==> src/rtl/lut_neuron_cfg_loader.sv <==
// -----------------------------------------------------------------------------
// lut_neuron_cfg_loader
//
// Runtime-programmable LUT neuron. A truth table arrives as a stream of
// configuration words and is written into an internal DEPTH x OUT_BITS table.
// Once a complete image has been loaded, the block serves registered lookups
// addressed by the neuron's input code.
//
// Word k, bit j of the stream lands on flat table bit k*WORD_W + j.
// Entry a occupies flat bits [a*OUT_BITS +: OUT_BITS]. Any bits of the last
// word that fall beyond the table are ignored.
//
// Ports:
//   clk         sole clock
//   rst         synchronous, active-high reset
//   cfg_valid   config word present
//   cfg_ready   loader accepts word (high whenever rst is low)
//   cfg_data    config word
//   cfg_last    marks the final word of a table image
//   cfg_err     sticky framing error (short image or missing last)
//   programmed  table holds a complete image; lookups enabled
//   in_valid    lookup request
//   in_ready    lookup accepted (same as programmed)
//   in_data     lookup address
//   out_valid   lookup result valid, one cycle after acceptance
//   out_data    table entry; holds its value while out_valid is low
// -----------------------------------------------------------------------------
module lut_neuron_cfg_loader #(
  parameter int IN_BITS  = 6,
  parameter int OUT_BITS = 1,
  parameter int WORD_W   = 8
) (
  input  logic                clk,
  input  logic                rst,
  input  logic                cfg_valid,
  output logic                cfg_ready,
  input  logic [WORD_W-1:0]   cfg_data,
  input  logic                cfg_last,
  output logic                cfg_err,
  output logic                programmed,
  input  logic                in_valid,
  output logic                in_ready,
  input  logic [IN_BITS-1:0]  in_data,
  output logic                out_valid,
  output logic [OUT_BITS-1:0] out_data
);

  localparam int DEPTH = 1 << IN_BITS;
  localparam int TOTAL = DEPTH * OUT_BITS;
  localparam int WORDS = (TOTAL + WORD_W - 1) / WORD_W;
  localparam int CNT_W = (WORDS > 1) ? $clog2(WORDS) : 1;

  localparam logic [CNT_W-1:0] LAST_CNT = CNT_W'(WORDS - 1);

  typedef enum logic [1:0] {
    EMPTY,
    LOAD,
    ARMED
  } state_t;

  state_t                state;
  logic [CNT_W-1:0]      cnt;
  logic [OUT_BITS-1:0]   tbl [DEPTH];

  logic cfg_fire;
  logic lookup_fire;

  assign cfg_ready   = !rst;
  assign programmed  = (state == ARMED);
  assign in_ready    = programmed;
  assign cfg_fire    = cfg_valid && cfg_ready;
  assign lookup_fire = in_valid && in_ready;

  always_ff @(posedge clk) begin
    if (rst) begin
      state     <= EMPTY;
      cnt       <= '0;
      cfg_err   <= 1'b0;
      out_valid <= 1'b0;
      out_data  <= '0;
      // NOTE: the table is reset on purpose: a reset must leave no stale
      // entries behind, so this storage is flops rather than a RAM macro.
      for (int a = 0; a < DEPTH; a++) begin
        tbl[a] <= '0;
      end
    end else begin
      // Lookup reads the table as it stood before this edge, so a config
      // word accepted on the same edge cannot affect the returned entry.
      // NOTE: non-blocking assignments are what give that read-old-value
      // behaviour; a blocking write to tbl above this read would break it.
      if (lookup_fire) begin
        out_valid <= 1'b1;
        out_data  <= tbl[in_data];
      end else begin
        out_valid <= 1'b0;
      end

      if (cfg_fire) begin
        // Scatter the word into the entries whose flat bits fall in slot cnt;
        // bits past TOTAL in the last word have no destination.
        for (int a = 0; a < DEPTH; a++) begin
          for (int b = 0; b < OUT_BITS; b++) begin
            if ((a * OUT_BITS + b) / WORD_W == int'(cnt)) begin
              tbl[a][b] <= cfg_data[(a * OUT_BITS + b) % WORD_W];
            end
          end
        end

        // A new image clears the error; a framing error on this same word
        // overrides the clear below.
        if (cnt == '0) begin
          cfg_err <= 1'b0;
        end

        if (cnt == LAST_CNT) begin
          cnt <= '0;
          if (cfg_last) begin
            state <= ARMED;
          end else begin
            cfg_err <= 1'b1;
            state   <= EMPTY;
          end
        end else if (cfg_last) begin
          // Short image: partial contents stay in the table but are unusable.
          cfg_err <= 1'b1;
          cnt     <= '0;
          state   <= EMPTY;
        end else begin
          cnt   <= cnt + 1'b1;
          state <= LOAD;
        end
      end
    end
  end

endmodule

==> config.mk <==
export PLATFORM = sky130hd
export DESIGN_NAME = lut_neuron_cfg_loader
export DESIGN_NICKNAME = d
export VERILOG_FILES = /design/src/rtl/lut_neuron_cfg_loader.sv
export SDC_FILE = /design/constraint.sdc
export NUM_CORES = 1
export LEC_CHECK = 0
export ABC_AREA = 1
export CORE_MARGIN = 4
export CORE_UTILIZATION = 52
export DETAILED_ROUTE_END_ITERATION = 7
export MAX_ROUTING_LAYER = met4
export PLACE_DENSITY = 0.84
export RECOVER_POWER = 25
export SLEW_MARGIN = 20
export SYNTH_ARGS = -nofsm -noshare
export SYNTH_HDL_FRONTEND = slang
export SYNTH_SLANG_ARGS = --single-unit
==> constraint.sdc <==
create_clock -name clk -period 1.5 [get_ports clk]
set_input_delay 0.225 -clock clk [delete_from_list [all_inputs] [get_ports clk]]
set_output_delay 0.225 -clock clk [all_outputs]
set_load 0.005 [all_outputs]
==> metrics.md <==
| Metric | Value |
|---|---|
| Status | finished clean |
| Number of distinct library cells after synthesis | 20 |
| Crit-path cells | clkdlybuf4s50_1 |
| Root buf cell | sky130_fd_sc_hd__clkbuf_8 |
| Final setup TNS | 0 ps |
| Tightest Pin Transition | 342 ps |
| Die Ht | ~90 um |
| Worst setup margin | 97.2 ps |
| Antenna violations before repair | 0 |
| Placement row count | 28 |
| Class of the worst hold path | input pin to register |
| Mux share of post-synthesis cell area | 0 |
| TritonCTS Sinks | 72 |
| Cell types with the largest area share after synthesis | sky130_fd_sc_hd__edfxtp_1 (58%), sky130_fd_sc_hd__nand2_1 (10%), sky130_fd_sc_hd__nand3_1 (9.6%) |
| EDFF count, synth | 64 |
| Total power per unit cell area | 1090 mW/mm2 |
| FF/Latch Area | between 0.002 and 0.0025 mm2 |
| Synthesis warning total | 0 |
| Average routed wire per standard cell | 16.2 um |
| Multi-input gate area in the final layout | 0.00101 mm2 |
| Total power consumption of the routed design | 4.42 mW |
| Maximum number of buffers from clock root to sink | 2 |
| Fraction of the yosys area taken by sequential cells | 0.631 |
| Relative area change from synthesis to final layout | 22.6% |
| Final net count | 407 |
| Die Footprint | 0.00768 mm2 |
| Ys async rst share | 0 |
| Worst setup EP type | output port |
| Worst slack after detailed placement | -327 ps |
| Synth Area in Simple Gates | 0.267 |
| Total of flip-flops plus latches after synthesis | 72 |
| Global-route wire length before repair | 12200 um |
| Count of final setup violators | 0 |
| Crit path buf inv count | 1 |
| # port buffers | 24 |
| Synthesized-area fraction occupied by ao, oa, aoi and oai cells | 0.0171 |
| Initial Utilization | 0.548 |
| Antenna-violating nets left | 0 |
| Nature of the critical path startpoint | register |
| Die X-Extent | a little under 90 um |
| Mapped Avg Cell Area | 9.91 um2 |
| Max Freq | 713 MHz |
| Via density per instance | 5.51 |
| Total detailed-routing wirelength | 7490 um |
| Reported max-cap violation count | 0 |
| Count of endpoints failing hold in the final timing report | 0 |
| Worst vdd rail ir drop | 0.000730 V |
| Final period demand of the worst path | around 1400 ps |
| Data arrival time of the critical path | ~1200 ps |
| H-Tree Depth | 3 |
| Adder-Cell Fraction of Synth Area | 0.0228 |
| Synthesized Nets | around 360 |
| Clock latency on the worst-skew pair | 340 ps |
| Most common cell in the netlist | sky130_fd_sc_hd__nand2_1 |
| Clock tree from TritonCTS | done |
| Synth Instances | 333 |
| Slew Limit Headroom | 0.772 |
| Via count of the first global-routing pass | 2572 |
| Top flip-flop cell by instance count after synthesis | sky130_fd_sc_hd__edfxtp_1 |
| Largest net degree at the start of global routing | 33 |
| Fraction of the cycle the final worst path needs | 0.935 |
| Top cell type's share of synthesized area | 0.582 |
| Commonest cells in the synthesized netlist | sky130_fd_sc_hd__nand2_1 (89), sky130_fd_sc_hd__edfxtp_1 (64), sky130_fd_sc_hd__nand3_1 (63) |
| Share of cells above drive strength 1 | 0.129 |
| Leakage power | about 1.7 nW |
| Maximum clock skew at final layout | 6.50 ps |
| Placeable core region | approximately 0.006 mm2 |
| Vias post-DR | 2545 |
| Final weighted congestion in routability-driven placement | 0.934 |
| Setup repair after global routing missed its margin | false |
| DRC Markers | 0 |
| Total clock buffers created by CTS | 9 |
| Total half-perimeter wirelength after legalization and detailed placement | 5040 um |
| Cell type contributing the most total cell area after synthesis | sky130_fd_sc_hd__edfxtp_1 |
| Number of detailed-route iterations in the first pass | 5 |
| Kind of cell with the highest combined delay on the critical path | buffers and inverters |
| Fill count | about 470 |
| Clock slew seen by the registers of the worst setup and hold paths | 70 ps |
| Crit-path slowest cell | sky130_fd_sc_hd__clkdlybuf4s50_1 |
| Synthesized area | ~0.0033 mm2 |
| Largest stage delay on the critical path | 500 ps |
| Antenna Diode Count | 0 |
| Count of pins over their slew limit | 0 |
| Crit path required time | 1270 ps |
| Number of I/O pins | 25 |
| Worst Path Class, Setup | register to output port |
| Drt first-iter violations | 320 |
| Grt ovf | 0 |
| Largest family of logic cells by synthesized area | simple AND/OR/NAND/NOR gates |
| Total track usage | 0.221 |
| Maximum fanout along the worst path | 2 |
| Post-synthesis xor/xnor area fraction | 0 |
==> repair_timing <==
item	4_1_cts	5_1_grt
hold buffers	0	0
resized for setup	7	4
pin swaps	0	0
setup endpoints to repair	4	2
cloned	0	1
setup buffers	0	0
==> worst reg2reg max path, cell delays in order, from the launching register on <==
cell                      delay (ps)
sky130_fd_sc_hd__dfxtp_1         430
sky130_fd_sc_hd__inv_1           140
sky130_fd_sc_hd__ha_1            210
sky130_fd_sc_hd__nand2_1         110
sky130_fd_sc_hd__buf_4           180
sky130_fd_sc_hd__nor2_1           60
==> stage by stage <==
step	utilization	cell area (um2)	instances	hold slack (ps)
after global placement	0.635	3820	445	479
after floorplan	-	3300	333	368
after detailed placement	0.635	3820	445	480
final	0.671	4040	462	395
after CTS	0.670	4040	461	391
after global routing	0.671	4040	462	409
==> where the power goes <==
part	total (mW)	leakage (nW)	switching, mW	internal, mW
registers	2.33	0.720	0.0351	2.29
logic	0.471	0.874	0.271	0.200
clock network	1.62	0.0999	0.688	0.927
==> path summary, 6_finish.rpt <==
| check | from | to | slack, ps | cells past startpoint |
|---|---|---|---|---|
| worst max register to register | cnt[2] | tbl[26] | 130 | 5 |
| worst min-delay path | rst | cnt[1] | 390 | 3 |
| worst max-delay path | cfg_err | cfg_err | 100 | 1 |
| worst min register to register | state[0] | state[0] | 490 | 2 |
==> cell usage in the layout, fill, tap and decap left out, types with 2 or more instances in the layout <==
cell                              count
sky130_fd_sc_hd__ha_1                 6
sky130_fd_sc_hd__clkbuf_8             9
sky130_fd_sc_hd__nor2_1              52
sky130_fd_sc_hd__inv_2                2
sky130_fd_sc_hd__a21oi_1              3
sky130_fd_sc_hd__edfxtp_1            64
sky130_fd_sc_hd__nand3_2              3
sky130_fd_sc_hd__dfxtp_1              8
sky130_fd_sc_hd__o21ai_0              3
sky130_fd_sc_hd__dlygate4sd3_1        8
sky130_fd_sc_hd__o21ai_1              2
sky130_fd_sc_hd__buf_12               8
sky130_fd_sc_hd__bufinv_16            2
sky130_fd_sc_hd__clkdlybuf4s50_1     10
sky130_fd_sc_hd__nand2_1             89
sky130_fd_sc_hd__inv_1               19
sky130_fd_sc_hd__dlygate4sd2_1        4
sky130_fd_sc_hd__buf_4               18
sky130_fd_sc_hd__nand3_1             63
sky130_fd_sc_hd__clkinvlp_4           2
==> final cells by class <==
type                       count  area share
clock buffer                  10      0.0316
clock inverter                 6      0.0207
inverter                      22      0.0217
multi-input combinational    224       0.250
sequential                    72       0.515
tap                           75      0.0232
timing repair buffer          53       0.138
==> kinds of logic (layout without fill, tap and decap cells) <==
kind of cell | after synthesis | after routing
adders and majority gates | 6 | 6
and+or+nand+nor | 208 | 208
AOI/OAI and AO/OA | 10 | 10
DFF | 72 | 72
buffers and inverters | 37 | 91
==> metal layers <==
metal  global-route usage  wire length [um]  vias to the layer above
met5                    -                 0                        -
met4                0.119               196                        0
met3               0.0414               474                       24
met2                0.361              3930                      114
met1                0.257              2890                     1196
li1                     -                 -                     1211
==> state kept, by name, summed over array words and instances, names as in the netlist <==
register / count
tbl: 64
cnt: 3
state: 2
cfg_err: 1
out_data: 1
out_valid: 1
(Power assumes the default switching activity.)
